<file path="src/rtl/hls_deadlock_report_ctrl_pkg.sv">
// Shared types and helpers for the deadlock report controller.
// Latency: n/a (types, constants and a pure function only).
// Backpressure: n/a.
package hls_deadlock_pkg;

    typedef enum logic [2:0] {
        ST_IDLE    = 3'd0,
        ST_WATCH   = 3'd1,
        ST_CAPTURE = 3'd2,
        ST_REPORT  = 3'd3,
        ST_HOLDOFF = 3'd4
    } state_t;

    localparam int AXIS_W_DEF    = 6;
    localparam int IDLE_W_DEF    = 4;
    localparam int HOLDOFF_QUIET = 2;

    // Increment v, but never past the all-ones value of a w-bit counter.
    function automatic logic [31:0] sat_inc(input logic [31:0] v, input int w);
        logic [31:0] max_v;
        max_v = (w >= 32) ? 32'hFFFF_FFFF : ((32'd1 << w) - 32'd1);
        return (v >= max_v) ? max_v : (v + 32'd1);
    endfunction

endpackage

</file>
<file path="src/rtl/hls_deadlock_report_ctrl_if.sv">
// Bundle of config, monitor inputs and status outputs of the report controller.
// Latency: n/a (wiring only).
// Backpressure: none; ack is a single-cycle pulse from software.
interface hls_deadlock_report_ctrl_if
    import hls_deadlock_pkg::*;
#(
    parameter int AXIS_W = AXIS_W_DEF,
    parameter int IDLE_W = IDLE_W_DEF,
    parameter int CNT_W  = 16,
    parameter int EVT_W  = 8
);
    logic              enable;
    logic [CNT_W-1:0]  threshold;
    logic              block_in;
    logic [AXIS_W-1:0] axis_block_sigs;
    logic [IDLE_W-1:0] inst_idle_sigs;
    logic              ack;
    logic              irq;
    logic [AXIS_W-1:0] snap_axis;
    logic [IDLE_W-1:0] snap_idle;
    logic [CNT_W-1:0]  snap_stall;
    logic [EVT_W-1:0]  event_count;
    logic [2:0]        state_o;

    modport master (
        output enable, threshold, block_in, axis_block_sigs, inst_idle_sigs, ack,
        input  irq, snap_axis, snap_idle, snap_stall, event_count, state_o
    );

    modport slave (
        input  enable, threshold, block_in, axis_block_sigs, inst_idle_sigs, ack,
        output irq, snap_axis, snap_idle, snap_stall, event_count, state_o
    );
endinterface

</file>
<file path="src/rtl/hls_deadlock_sat_counter.sv">
// Saturating up-counter with synchronous clear (clear wins over enable).
// Latency: 1 cycle from clr/en to updated count.
// Backpressure: none; holds at all-ones instead of wrapping.
module hls_deadlock_sat_counter
    import hls_deadlock_pkg::*;
#(
    parameter int W = 8
) (
    input  logic         clock,
    input  logic         reset_n,
    input  logic         i_clr,
    input  logic         i_en,
    output logic [W-1:0] o_cnt
);
    logic [W-1:0] r_cnt;

    // Count register: clear has priority, otherwise step and saturate.
    always_ff @(posedge clock or negedge reset_n) begin
        if (!reset_n) begin
            r_cnt <= '0;
        end else if (i_clr) begin
            r_cnt <= '0;
        end else if (i_en) begin
            r_cnt <= W'(sat_inc(32'(r_cnt), W));
        end
    end

    assign o_cnt = r_cnt;
endmodule

</file>
<file path="src/rtl/hls_deadlock_report_ctrl.sv">
// Filters persistent block stalls, snapshots offending channels, raises a level IRQ until ack.
// Latency: irq rises 2 clocks after the threshold-th consecutive block cycle; all outputs registered.
// Backpressure: none; a pending report is held in REPORT until software acks, further stalls wait.
module hls_deadlock_report_ctrl
    import hls_deadlock_pkg::*;
#(
    parameter int AXIS_W = AXIS_W_DEF,
    parameter int IDLE_W = IDLE_W_DEF,
    parameter int CNT_W  = 16,
    parameter int EVT_W  = 8
) (
    input  logic                        clock,
    input  logic                        reset_n,
    hls_deadlock_report_ctrl_if.slave   bus
);
    localparam int QUIET_W = 2;

    state_t             r_state;
    state_t             w_next;
    logic               r_irq;
    logic [AXIS_W-1:0]  r_snap_axis;
    logic [IDLE_W-1:0]  r_snap_idle;
    logic [CNT_W-1:0]   r_snap_stall;

    logic [CNT_W-1:0]   w_stall_cnt;
    logic [CNT_W-1:0]   w_stall_inc;
    logic [CNT_W-1:0]   w_eff_th;
    logic [QUIET_W-1:0] w_quiet_cnt;
    logic [QUIET_W-1:0] w_quiet_inc;
    logic [EVT_W-1:0]   w_evt_cnt;

    // A zero threshold would otherwise declare deadlock with no block cycle at all.
    assign w_eff_th    = (bus.threshold == '0) ? CNT_W'(1) : bus.threshold;
    assign w_stall_inc = CNT_W'(sat_inc(32'(w_stall_cnt), CNT_W));
    assign w_quiet_inc = QUIET_W'(sat_inc(32'(w_quiet_cnt), QUIET_W));

    // Stall length only accumulates while watching; any gap or disable restarts it.
    hls_deadlock_sat_counter #(.W(CNT_W)) u_stall_cnt (
        .clock   (clock),
        .reset_n (reset_n),
        .i_clr   ((r_state != ST_WATCH) || !bus.block_in || !bus.enable),
        .i_en    (bus.block_in),
        .o_cnt   (w_stall_cnt)
    );

    // Consecutive quiet cycles after an ack, used to re-arm only once the stall is gone.
    hls_deadlock_sat_counter #(.W(QUIET_W)) u_quiet_cnt (
        .clock   (clock),
        .reset_n (reset_n),
        .i_clr   ((r_state != ST_HOLDOFF) || bus.block_in),
        .i_en    (1'b1),
        .o_cnt   (w_quiet_cnt)
    );

    // One count per reported deadlock, sticky at all-ones.
    hls_deadlock_sat_counter #(.W(EVT_W)) u_evt_cnt (
        .clock   (clock),
        .reset_n (reset_n),
        .i_clr   (1'b0),
        .i_en    (r_state == ST_CAPTURE),
        .o_cnt   (w_evt_cnt)
    );

    // State register.
    always_ff @(posedge clock or negedge reset_n) begin
        if (!reset_n) begin
            r_state <= ST_IDLE;
        end else begin
            r_state <= w_next;
        end
    end

    // Next-state decode; CAPTURE ignores enable, REPORT only leaves on ack.
    always_comb begin
        w_next = r_state;
        unique case (r_state)
            ST_IDLE: begin
                if (bus.enable) w_next = ST_WATCH;
            end
            ST_WATCH: begin
                if (!bus.enable)                                    w_next = ST_IDLE;
                else if (bus.block_in && (w_stall_inc >= w_eff_th)) w_next = ST_CAPTURE;
            end
            ST_CAPTURE: begin
                w_next = ST_REPORT;
            end
            ST_REPORT: begin
                if (bus.ack) w_next = bus.enable ? ST_HOLDOFF : ST_IDLE;
            end
            ST_HOLDOFF: begin
                if (!bus.enable) w_next = ST_IDLE;
                else if (!bus.block_in && (32'(w_quiet_inc) >= 32'(HOLDOFF_QUIET)))
                    w_next = ST_WATCH;
            end
            default: w_next = ST_IDLE;
        endcase
    end

    // Registered irq and snapshot capture; stall counter already holds the incremented length here.
    always_ff @(posedge clock or negedge reset_n) begin
        if (!reset_n) begin
            r_irq        <= 1'b0;
            r_snap_axis  <= '0;
            r_snap_idle  <= '0;
            r_snap_stall <= '0;
        end else begin
            r_irq <= (w_next == ST_REPORT);
            if (r_state == ST_CAPTURE) begin
                r_snap_axis  <= bus.axis_block_sigs;
                r_snap_idle  <= bus.inst_idle_sigs;
                r_snap_stall <= w_stall_cnt;
            end
        end
    end

    assign bus.irq         = r_irq;
    assign bus.snap_axis   = r_snap_axis;
    assign bus.snap_idle   = r_snap_idle;
    assign bus.snap_stall  = r_snap_stall;
    assign bus.event_count = w_evt_cnt;
    assign bus.state_o     = r_state;
endmodule

</file>
<file path="src/flat_wrapper.sv">
// flat-port wrapper written by rule: the top's interface ports become plain ports
module hls_deadlock_report_ctrl_flat import hls_deadlock_pkg::*;
#(
    parameter int AXIS_W = AXIS_W_DEF,
    parameter int IDLE_W = IDLE_W_DEF,
    parameter int CNT_W  = 16,
    parameter int EVT_W  = 8
)
  (clock, reset_n, bus_enable, bus_threshold, bus_block_in, bus_axis_block_sigs, bus_inst_idle_sigs, bus_ack, bus_irq, bus_snap_axis, bus_snap_idle, bus_snap_stall, bus_event_count, bus_state_o);
  hls_deadlock_report_ctrl_if #(.AXIS_W(AXIS_W), .IDLE_W(IDLE_W), .CNT_W(CNT_W), .EVT_W(EVT_W)) bus_i ();
  input  logic clock;
  input  logic reset_n;
  input wire logic [$bits(bus_i.enable)-1:0] bus_enable;
  input wire logic [$bits(bus_i.threshold)-1:0] bus_threshold;
  input wire logic [$bits(bus_i.block_in)-1:0] bus_block_in;
  input wire logic [$bits(bus_i.axis_block_sigs)-1:0] bus_axis_block_sigs;
  input wire logic [$bits(bus_i.inst_idle_sigs)-1:0] bus_inst_idle_sigs;
  input wire logic [$bits(bus_i.ack)-1:0] bus_ack;
  output wire logic [$bits(bus_i.irq)-1:0] bus_irq;
  output wire logic [$bits(bus_i.snap_axis)-1:0] bus_snap_axis;
  output wire logic [$bits(bus_i.snap_idle)-1:0] bus_snap_idle;
  output wire logic [$bits(bus_i.snap_stall)-1:0] bus_snap_stall;
  output wire logic [$bits(bus_i.event_count)-1:0] bus_event_count;
  output wire logic [$bits(bus_i.state_o)-1:0] bus_state_o;
  assign bus_i.enable = bus_enable;
  assign bus_i.threshold = bus_threshold;
  assign bus_i.block_in = bus_block_in;
  assign bus_i.axis_block_sigs = bus_axis_block_sigs;
  assign bus_i.inst_idle_sigs = bus_inst_idle_sigs;
  assign bus_i.ack = bus_ack;
  assign bus_irq = bus_i.irq;
  assign bus_snap_axis = bus_i.snap_axis;
  assign bus_snap_idle = bus_i.snap_idle;
  assign bus_snap_stall = bus_i.snap_stall;
  assign bus_event_count = bus_i.event_count;
  assign bus_state_o = bus_i.state_o;
  hls_deadlock_report_ctrl #(.AXIS_W(AXIS_W), .IDLE_W(IDLE_W), .CNT_W(CNT_W), .EVT_W(EVT_W)) u_core (.clock(clock), .reset_n(reset_n), .bus(bus_i));
endmodule
</file>
<file path="config.mk">
export PLATFORM = sky130hd
export DESIGN_NAME = hls_deadlock_report_ctrl_flat
export DESIGN_NICKNAME = d
export VERILOG_FILES = /design/src/rtl/hls_deadlock_report_ctrl_pkg.sv /design/src/rtl/hls_deadlock_report_ctrl_if.sv /design/src/rtl/hls_deadlock_sat_counter.sv /design/src/rtl/hls_deadlock_report_ctrl.sv /design/src/flat_wrapper.sv
export SDC_FILE = /design/constraint.sdc
export NUM_CORES = 1
export LEC_CHECK = 0
export BUFFER_PORTS_ARGS = -buffer_cell sky130_fd_sc_hd__buf_2
export CAP_MARGIN = 20
export CORE_MARGIN = 2
export CORE_UTILIZATION = 50
export DETAILED_ROUTE_END_ITERATION = 16
export PLACE_DENSITY = 0.74
export SLEW_MARGIN = 25
export SYNTH_ARGS = -nofsm -noshare
export SYNTH_HDL_FRONTEND = slang
export SYNTH_HIERARCHICAL = 1
export SYNTH_SLANG_ARGS = --single-unit
export TNS_END_PERCENT = 10
</file>
<file path="constraint.sdc">
create_clock -name clock -period 3.2 [get_ports clock]
set_input_delay 0.48 -clock clock [delete_from_list [all_inputs] [get_ports clock]]
set_output_delay 0.48 -clock clock [all_outputs]
set_load 0.01 [all_outputs]
</file>
---- Word-level counts from Yosys, hierarchy flattened ----
Index checks and enable logic that the tools add are counted.
cells by class
  add/subtract/negate cells ............... 3
  magnitude comparators ................... 5
  equality and inequality tests ........... 7
  mux-type cells .......................... 15
  reductions and logical operators ........ 10
operator list
  kind                   count
  $mux 16                4
  $mux 3                 7
  $add 16x1->16 const B  1
  $ge 16x16->1           1
  $ge 16x16->1 const B   1
  $logic_not 16->1       1
  $pmux 3 s5             1
  $eq 3x2->1 const B     3
  $add 8x1->8 const B    1
  $ge 8x8->1 const B     1
  $mux 8                 1
  $ge 2x2->1 const B     2
  $mux 2                 2
  $eq 3x1->1 const B     1
  $eq 3x3->1 const B     1
  $logic_not 3->1        1
  $logic_or 1x1->1       3
  $ne 3x1->1 const B     1
  $ne 3x3->1 const B     1
  $add 2x1->2 const B    1
  $logic_and 1x1->1      2
  $logic_not 1->1        2
  $reduce_bool 2->1      1
storage, ports and cells
  bits in registers ....................... 56
  input port bits ......................... 31
  output and inout port bits .............. 38
  word-level logic and storage cells ...... 48

---- Longest topological paths before layout ----
Gate-level depths: netlist of run 1.
  depth after elaboration ................. 8
  depth in mapped cells ................... 11
  mapped depth without buffers ............ 10

---- Modules after synthesis ----
The synthesis of run 1 kept the hierarchy.
by module, submodules not included
  module                                         instances  cells an instance  area an instance (sq um)  sequential area each (sq um)
  hls_deadlock_report_ctrl                       1          204                2014.4                    750.7
  hls_deadlock_sat_counter (u_core.u_stall_cnt)  1          100                903.4                     400.4
  hls_deadlock_sat_counter (u_core.u_evt_cnt)    1          42                 432.9                     200.2
  hls_deadlock_sat_counter (u_core.u_quiet_cnt)  1          7                  81.3                      50.0

---- Worst setup path after synthesis of run 1 ----
OpenSTA, ideal clock, no wires.
  path kind ............................... flip-flop to flip-flop
  from .................................... register u_core.u_stall_cnt.r_cnt[2], in the netlist u_core/u_stall_cnt/o_cnt[2]
  to ...................................... register u_core.r_state[1], in the netlist u_core/bus.state_o[1]
  library setup time ...................... 0.130 ns
  arrival time ............................ 2.312 ns
  data required time ...................... 3.070 ns
  path slack .............................. 0.758 ns
  cell stages (with the launch flop) ...... 11
  path buffers ............................ 1
  clock period less this slack ............ 2.442 ns
  cells stage by stage .................... dfrtp_1 and4_1 and3_1 buf_4 nand3_2 and2_1 ha_1 nand2b_1 a2111o_1 a32oi_1 a21oi_1
between the ends
  longest elaborated chain between the ends .. 7
  elaborated cells between the ends (all ways) .. 8
  those cells by class .................... add/sub (1); order compare (2); mux (4); reduce/logical (1)
RTL lines
  element                                        RTL line                            RTL
  start: declaration                             hls_deadlock_sat_counter.sv:15      logic [W-1:0] r_cnt;
  start signal: assignment                       hls_deadlock_sat_counter.sv:24      r_cnt <= W'(sat_inc(32'(r_cnt), W));
  $add 16x1->16 or $ge 16x16->1 (tied branches)  hls_deadlock_report_ctrl_pkg.sv:22  return (v >= max_v) ? max_v : (v + 32'd1);
  $mux 16 (*)                                    hls_deadlock_report_ctrl_pkg.sv:22
  $ge 16x16->1 (*)                               hls_deadlock_report_ctrl.sv:82      else if (bus.block_in && (w_stall_inc >= w_eff_th)) w_next = ST_CAPTURE;
  $logic_and 1x1->1 (*)                          hls_deadlock_report_ctrl.sv:82
  $mux 3 (*)                                     hls_deadlock_report_ctrl.sv:82
  $mux 3 (*)                                     hls_deadlock_report_ctrl.sv:81      if (!bus.enable) w_next = ST_IDLE;
  $pmux 3 s5 (*)                                 hls_deadlock_report_ctrl.sv:76      unique case (r_state)
  net u_core.w_next[1]                           hls_deadlock_report_ctrl.sv:19      state_t w_next;
  end signal: assignment                         hls_deadlock_report_ctrl.sv:69      r_state <= w_next;
  end: declaration                               hls_deadlock_report_ctrl.sv:18      state_t r_state;
Mark *: on every way through the listed nets, which the timed path passes. The rest lies on a longest branch.
A chain may end at the register's enable or synchronous reset.

---- Final worst setup path of run 1 ----
  from .................................... register u_core.u_stall_cnt.r_cnt[3], in the netlist u_core/u_stall_cnt/o_cnt[3]
  to ...................................... register u_core.r_state[0], in the netlist u_core/bus.state_o[0]
Same word-level chain as after synthesis.

==> results.ini, run 1 <==
[worst_setup_path]
path_max_fanout=16
slowest_delay_ns=0.65
path_delay_family=simple AND/OR/NAND/NOR gates
arrival_ns=3.01
crit_path_frequent_cell=nor3_1
timing.rr.start=u_core/u_stall_cnt/o_cnt[3]$_DFFE_PN0P_
critPathKind=register to register
critPathRequiredTime_ns=3.40
start_kind=register
critical_path_cell_count=9
rrSetupSlack_ns=0.39
cp_num_buf_inv=0
path_cells=nand4_2, nor4_4, and4b_1, a21oi_1, ha_1, nand4_1, nor3_1, nor3_1, o2bb2ai_1
timing.rr.end=u_core/bus.state_o[0]$_DFF_PN0_
reg2reg_depth=9
cp-end-kind=register
cp_slowest_cell=dfrtp_1

[synth]
avgSynthCellArea_sq_um=9.72
ys_dominant_reg_cell=dfrtp_1
async_flop_share_pct=100
synth_top_area_cell=dfrtp_1
synthCells=353
synth_cell_type_count=52
synth_top_area_share_pct=40.8
seq_area_frac_synth_pct=40.8
synth.area.top_cells=dfrtp_1 41%, mux2_2 8.9%, ha_1 6.9%
yosysWarnings=6
synth_edf_count=0
ys_seq_elements=56
syn-cell-area_sq_um=3430

[clocking]
cts_setup_buffers=0
cts_buffers=5
worstSkewPairLatency_ns=0.31
clk_path_buf_depth=2
cts_hold_buf=0
clockRootBuffer=clkbuf_8
cts_max_level=2
ctsResizeCount=0
clock_sinks=56
clkTransAtPathRegs_ns=0.11
cts_tree=done

[die]
core_sq_um=6720
die_w_um=86.9
die-area_sq_um=7540
row_count=30
dieHeight_um=86.9
initial_core_util_pct=51.1
io_pins=69

[detailed_routing]
num_vias=2872
routed_wl_mm=7.32
wl_per_cell_um=14.6
viasPerCell=5.73
drc=0
first_pass_iters=4
postRouteAntennaNets=0
drt_iter0_drc=155

[pwr]
swShare_pct=23.1
max-vdd-ir-drop_mv=0.219
pwr-share-clk_pct=35.6
leakage_uw=0.00203
internal_power_uw=1010
p_switching_uw=304
combPwrFrac_pct=8.6
seq_power_share_pct=55.8
p_per_area_nw_per_um2=333

[timing]
slew_violations=0
hold_viol=0
tightest_slew_ns=0.689
rsz0062_at_grt=no
finalSetupTns_ns=0
slew_headroom_pct=54.1
fmax_mhz=356
finalCriticalPeriod_ns=2.81
whs_ns=0.198
setup_viol=0
skew_ns=0.0128
min_period_over_period_pct=87.8

[placed_design]
placed_cell_area_sq_um=3830
dpl.hpwl_mm=5.56
portBuffers=68
place.gp.congestion=0.871

[hold_path]
hp-class=input pin to asynchronous set/reset pin

[finish]
drive_gt1_share_pct=28.3
syn_to_final_growth_pct=14.8
finalInstanceArea_sq_um=3940
n_antenna_cell=0
nets=470

[grt]
antenna_found_initial=0
grt_pass1_wl_mm=12.4
grt_overflow=0
grt_max_degree=32
grt_pass1_vias=2717
track_usage_pct=20.3

[flow_run]
cap_violations=0

[status]
outcome=complete, no violations

[power groups by stage]
stage / Clock [uW] / Combinational, uW / Sequential (uW)
detailed placement: 0 / 115 / 747
floorplan: 0 / 46.8 / 753
CTS: 482 / 115 / 733
finish: 467 / 113 / 733
global placement: 0 / 111 / 746
global route: 510 / 130 / 735
[kinds of logic after synthesis]
kind of cell             share of synthesized area [%]
AO/OA/AOI/OAI                                     12.4
buffers and inverters                             4.85
other                                            0.219
multiplexers                                      9.15
adder cells (fa/ha/maj)                           6.93
XOR/XNOR                                          2.55
AND/OR/NAND/NOR                                   23.1
flip-flops                                        40.8
[metrics by stage]
stage | util [%] | cells | power [uW] | setup slack [ns]
6_report | 58.7 | 501 | 1310 | 0.391
3_5_place_dp | 57.0 | 493 | 862 | 0.447
5_1_grt | 58.7 | 501 | 1380 | 0.186
3_3_place_gp | 57.0 | 493 | 857 | 0.525
2_1_floorplan | - | 355 | 800 | 0.758
4_1_cts | 58.7 | 501 | 1330 | 0.423
[routing by layer]
metal / wire length, um / GRT usage (%) / vias to the layer above
met5: 0 / 0 / -
met4: 111 / 5.68 / 0
met3: 261 / 3.51 / 14
met2: 3460 / 33.1 / 47
met1: 3480 / 27.7 / 1379
li1: - / - / 1432
[cells in the mapped netlist (7+ instances only)]
master,count
ha_1,19
a211oi_1,9
inv_1,19
nand3_1,13
nand4_1,10
xnor2_1,7
nor2_1,24
a31oi_1,9
o21ai_0,9
dfrtp_1,56
and3_1,9
nand2_1,27
nor3_1,18
a21oi_1,21
mux2_2,27
[area by class of cell]
class / instances / area (sq um)
clock inverters: 2 / 38.8
inverters: 19 / 71.3
multi-input cells: 264 / 1870
repair buffers: 74 / 385
well taps: 80 / 100
fillers: 594 / 2780
flip-flops and latches: 56 / 1400
clock buffers: 6 / 72.6
[how the worst max path moves through the flow]
| stage | from | end | slack, ns |
|---|---|---|---|
| 2_1_floorplan | u_core/u_stall_cnt/o_cnt[2]$_DFFE_PN0P_ | u_core/bus.state_o[1]$_DFF_PN0_ | 0.76 |
| 3_3_place_gp | u_core/u_stall_cnt/o_cnt[3]$_DFFE_PN0P_ | u_core/bus.state_o[1]$_DFF_PN0_ | 0.53 |
| 3_5_place_dp | u_core/u_stall_cnt/o_cnt[3]$_DFFE_PN0P_ | u_core/bus.state_o[1]$_DFF_PN0_ | 0.45 |
| 4_1_cts | u_core/u_stall_cnt/o_cnt[3]$_DFFE_PN0P_ | u_core/bus.state_o[0]$_DFF_PN0_ | 0.42 |
| 5_1_grt | u_core/u_stall_cnt/o_cnt[3]$_DFFE_PN0P_ | u_core/bus.state_o[0]$_DFF_PN0_ | 0.19 |
| 6_report | u_core/u_stall_cnt/o_cnt[3]$_DFFE_PN0P_ | u_core/bus.state_o[0]$_DFF_PN0_ | 0.39 |
[state kept, by name, summed over array words and instances, names as in the netlist]
| signal | cells |
|---|---|
| u_core/bus.irq | 1 |
| u_core/bus.snap_axis | 6 |
| u_core/bus.snap_idle | 4 |
| u_core/bus.snap_stall | 16 |
| u_core/bus.state_o | 3 |
| u_core/u_evt_cnt/o_cnt | 8 |
| u_core/u_quiet_cnt/o_cnt | 2 |
| u_core/u_stall_cnt/o_cnt | 16 |
[layout by cell type (no fill, tap or decap), types with 3 or more instances in the layout]
| master | count |
|---|---|
| ha_1 | 19 |
| o21bai_1 | 4 |
| xnor2_1 | 7 |
| a31oi_1 | 9 |
| nand4_1 | 10 |
| o21ai_0 | 9 |
| and4b_1 | 3 |
| a41oi_1 | 3 |
| and4_1 | 5 |
| inv_1 | 19 |
| conb_1 | 4 |
| dfrtp_1 | 56 |
| nor4_1 | 5 |
| clkbuf_8 | 5 |
| buf_4 | 6 |
| buf_2 | 68 |
| nor2_1 | 24 |
| a21oi_1 | 21 |
| and3_1 | 9 |
| nand2_1 | 27 |
| nand2b_1 | 3 |
| nor3_1 | 18 |
| mux2_2 | 27 |
| a211oi_1 | 9 |
| and2_1 | 3 |
| nand3_1 | 13 |
| xor2_1 | 3 |
Note: power is estimated with default switching activity, not from simulation.
==> inputs of run 2 (changes only) <==
CORE_ASPECT_RATIO = 0.6   (was not set)
==> run 2 against run 1 <==
Cell count is 1.6% higher. Via count rose by 2.2%. Combinational power is essentially flat. Total power rose by 11%. Maximum frequency fell by 2.0%. Sequential cell count is the same. First-iteration DRC count up 24%. Global-route usage rose by 0.86 points. Sequential power is essentially flat. Design area grew 1.8%. Sequential share of layout area down 0.64 points. Worst setup slack got worse by 0.057 ns.
==> results.ini, run 2 (synthesis gave the netlist of run 1 again) <==
[detailed_routing]
viasPerCell=5.77
wl_per_cell_um=15.1
num_vias=2935
postRouteAntennaNets=0
drc=0
routed_wl_mm=7.71
drt_iter0_drc=192
first_pass_iters=5

[clocking]
cts_setup_buffers=0
cts_max_level=2
cts_hold_buf=0
clkTransAtPathRegs_ns=0.07
clk_path_buf_depth=2
cts_tree=done
cts_buffers=5
clockRootBuffer=clkbuf_16
clock_sinks=56
worstSkewPairLatency_ns=0.29
ctsResizeCount=0

[timing]
tightest_slew_ns=0.730
slew_violations=0
setup_viol=0
worst_slack_ns=0.334
fmax_mhz=349
hold_viol=0
min_period_over_period_pct=89.6
finalCriticalPeriod_ns=2.87
rsz0062_at_grt=no
slew_headroom_pct=51.3
skew_ns=0.00476
finalSetupTns_ns=0
whs_ns=0.247

[finish]
drive_gt1_share_pct=28.7
nets=471
fillers=583
n_antenna_cell=0
final_common_cell=buf_2
layout_common_cells=68 x buf_2, 56 x dfrtp_1, 27 x nand2_1, 27 x mux2_2, 24 x nor2_1
final_util_pct=60.4
syn_to_final_growth_pct=17.0

[grt]
grt_pass1_wl_mm=12.8
grt_use_met2_pct=31.1
track_usage_pct=21.1
gr-max-usage-layer=met1
grt_pass1_vias=2617
grt_overflow=0
antenna_found_initial=0
met1_usage_pct=31.8
grt_max_degree=33
met3_usage_pct=4.78

[flow_run]
cap_violations=0

[worst_setup_path]
cp-end-kind=register
arrival_ns=3.02
critPathRequiredTime_ns=3.36
start_kind=register
critPathKind=register to register
path_max_fanout=12

[die]
die_w_um=111
io_pins=69
core_sq_um=6650
row_count=23
dieHeight_um=68.2
initial_core_util_pct=51.6
die-area_sq_um=7560

[pwr]
p_per_area_nw_per_um2=362
max-vdd-ir-drop_mv=0.301
leakage_uw=0.00206

[placed_design]
pre_cts_ws_ns=0.388
dpl.hpwl_mm=5.88
portBuffers=68
place.gp.congestion=0.885

[status]
outcome=complete, no violations

[hold_path]
hp-class=input pin to asynchronous set/reset pin

[run 2: per-stage QoR]
| stage | instances | instance area (sq um) | power, uW |
|---|---|---|---|
| floorplan | 355 | 3440 | 800 |
| global placement | 501 | 3850 | 857 |
| detailed placement | 501 | 3850 | 861 |
| CTS | 509 | 4010 | 1470 |
| global route | 509 | 4010 | 1520 |
| finish | 509 | 4010 | 1450 |
[run 2: cell type report]
class                      count  area [sq um]  area share, %
multi-input combinational    264          1870           46.6
timing repair buffer          75           393           9.79
inverter                      19          71.3           1.78
tap                           87           109           2.71
clock buffer                   5           125           3.12
sequential                    56          1400           34.9
clock inverter                 3          42.5           1.06
[run 2: final timing paths]
kind                                                         start                              endpoint  slack [ns]  cells after the start
setup / recovery           u_core/u_stall_cnt/o_cnt[4]$_DFFE_PN0P_       u_core/bus.state_o[1]$_DFF_PN0_        0.33                      9
hold / removal                                             reset_n       u_core/bus.state_o[2]$_DFF_PN0_        0.25                      1
setup reg to reg           u_core/u_stall_cnt/o_cnt[4]$_DFFE_PN0P_       u_core/bus.state_o[1]$_DFF_PN0_        0.33                      9
hold reg to reg                u_core/bus.snap_idle[1]$_DFFE_PN0P_   u_core/bus.snap_idle[1]$_DFFE_PN0P_        0.50                      1
max in group asynchronous                                  reset_n  u_core/bus.snap_stall[8]$_DFFE_PN0P_        2.16                      2
min in group clock                          bus_axis_block_sigs[4]   u_core/bus.snap_axis[4]$_DFFE_PN0P_        0.42                      2
[run 2: per-layer routing]
| metal | wire (um) | part of all wire [%] |
|---|---|---|
| met1 | 3910 | 51 |
| met2 | 3190 | 41 |
| met3 | 569 | 7.4 |
| met4 | 34 | 0.44 |
| met5 | 0 | 0 |
[run 2: report_power, final]
group / leakage, uW / switching, uW / total, uW / internal [uW]
sequential: 0.000767 / 10.2 / 733 / 723
clock: 0.0000798 / 238 / 605 / 367
combinational: 0.00121 / 63.9 / 114 / 50.1
total: 0.00206 / 312 / 1450 / 1140
[run 2: worst max-delay path, stage by stage, from the launching register on]
cell and delay (ns):
dfrtp_1 0.58, and4_1 0.27, and3_1 0.31, nand3_2 0.12, and2_1 0.18, ha_1 0.27, nand2b_1 0.14, a2111o_1 0.42
a32oi_1 0.33, a21oi_1 0.12
==> inputs of run 3 (changes only) <==
CORE_UTILIZATION = 35   (was 50)
PLACE_DENSITY = 0.55   (was 0.74)
==> run 3 against run 2 <==
Utilization fell by 17 points. Via count down 2.2%. Non-clock buffer count rose by 2. Combinational power about the same. Die area rose by 41%.
==> results.ini, run 3 (synthesis gave the netlist of run 1 again) <==
[status]
outcome=complete, no violations

[die]
initial_core_util_pct=36.7
core_sq_um=9360
row_count=27
die_w_um=132
dieHeight_um=80.7
die-area_sq_um=10600
io_pins=69

[clocking]
worstSkewPairLatency_ns=0.30
ctsResizeCount=0
cts_max_level=2
clk_path_buf_depth=2
clock_sinks=56
cts_setup_buffers=0
cts_hold_buf=0
cts_tree=done
clockRootBuffer=clkbuf_16
clkTransAtPathRegs_ns=0.08
cts_buffers=5

[pwr]
internal_power_uw=1070
max-vdd-ir-drop_mv=0.206
p_per_area_nw_per_um2=346
p_switching_uw=338
combPwrFrac_pct=8.2
leakage_uw=0.00206
swShare_pct=24.0
seq_power_share_pct=52.0
pwr-share-clk_pct=39.8

[worst_setup_path]
cp-end-kind=register
critPathKind=register to register
arrival_ns=2.93
cp_slowest_cell=dfrtp_1
start_kind=register
path_cells=nand4_2, nor4_4, and4b_1, a21oi_1, ha_1, nand4_1, a211oi_1, a32oi_1, o2bb2ai_1
path_max_fanout=12
critPathRequiredTime_ns=3.39
slowest_delay_ns=0.57

[finish]
n_antenna_cell=0
layout_common_cells=68 x buf_2, 56 x dfrtp_1, 27 x nand2_1, 27 x mux2_2, 24 x nor2_1
syn_to_final_growth_pct=18.4
multi_input_area_sq_um=1870
final_common_cell=buf_2
finalNonFillerCells=554
nets=473
final-seq-area_sq_um=1400
fillers=945
drive_gt1_share_pct=29.0

[grt]
grt_max_degree=33
grt_pass1_wl_mm=13.2
grt_pass1_vias=2715
grt_overflow=0
track_usage_pct=15.3
antenna_found_initial=0

[timing]
hold_viol=0
min_period_over_period_pct=85.6
finalSetupTns_ns=0
setup_viol=0
slew_headroom_pct=55.9
tightest_slew_ns=0.660
fmax_mhz=365
finalCriticalPeriod_ns=2.74
slew_violations=0
skew_ns=0.00906
rsz0062_at_grt=no

[detailed_routing]
routed_wl_mm=7.73
wl_per_cell_um=14.0
first_pass_iters=4
drt_iter0_drc=124
postRouteAntennaNets=0
viasPerCell=5.18
drc=0
num_vias=2871

[placed_design]
portBuffers=68
place.gp.congestion=0.853
dpl.hpwl_mm=5.96
placedCellCount=546

[flow_run]
cap_violations=0

[hold_path]
hp-class=input pin to asynchronous set/reset pin

-- run 3: cell count changes in the layout (fill, tap and decap cells not counted), sizes merged --
cell    before  now
bufinv       1    0
clkinv       1    0
buf         75   77
inv         19   21
-- run 3: cell type report --
| type | instances | area share (%) |
|---|---|---|
| Sequential cell | 56 | 34.5 |
| Multi-Input combinational cell | 264 | 46.0 |
| Inverter | 19 | 1.75 |
| Timing Repair Buffer | 77 | 10.0 |
| Tap cell | 130 | 4.00 |
| Clock inverter | 3 | 0.616 |
| Clock buffer | 5 | 3.08 |
-- run 3: through the flow --
step	util, %	cell area [sq um]	total power [uW]	hold slack, ns	setup slack (ns)
2_1_floorplan	-	3440	800	0.184	0.758
3_5_place_dp	41.8	3920	862	0.490	0.454
3_3_place_gp	41.8	3920	860	0.484	0.519
6_report	43.4	4070	1410	0.168	0.459
4_1_cts	43.4	4070	1430	0.182	0.440
5_1_grt	43.4	4070	1480	0.197	0.180
-- run 3: worst paths after layout --
check | startpoint | endpoint | slack [ns] | depth (start not counted)
setup / recovery | u_core/u_stall_cnt/o_cnt[4]$_DFFE_PN0P_ | u_core/bus.state_o[0]$_DFF_PN0_ | 0.46 | 9
hold / removal | reset_n | u_core/bus.snap_axis[0]$_DFFE_PN0P_ | 0.17 | 1
setup reg to reg | u_core/u_stall_cnt/o_cnt[4]$_DFFE_PN0P_ | u_core/bus.state_o[0]$_DFF_PN0_ | 0.46 | 9
hold reg to reg | u_core/bus.snap_stall[13]$_DFFE_PN0P_ | u_core/bus.snap_stall[13]$_DFFE_PN0P_ | 0.50 | 1
max in group asynchronous | reset_n | u_core/bus.snap_stall[6]$_DFFE_PN0P_ | 2.19 | 2
min in group clock | bus_axis_block_sigs[0] | u_core/bus.snap_axis[0]$_DFFE_PN0P_ | 0.41 | 2
-- run 3: power by group through the flow --
stage                     logic, uW  clock network (uW)  registers, uW
final                           116                 560            731
after global routing            131                 617            734
after CTS                       117                 583            731
after detailed placement        117                   0            745
after global placement          115                   0            745
after floorplan                46.8                   0            753
-- run 3: metal layers --
layer  GRT usage (%)  routed length, um
met1            23.4               4330
met2            21.7               2900
met3            4.23                479
met4            2.50                 19
met5               0                  0
-- run 3: critical path: cells and delay by family (launching register included) --
kind / cells / cell delay, ns
DFF: 1 / 0.57
AOI/OAI and AO/OA: 4 / 0.65
and+or+nand+nor: 4 / 1.09
adders and majority gates: 1 / 0.33
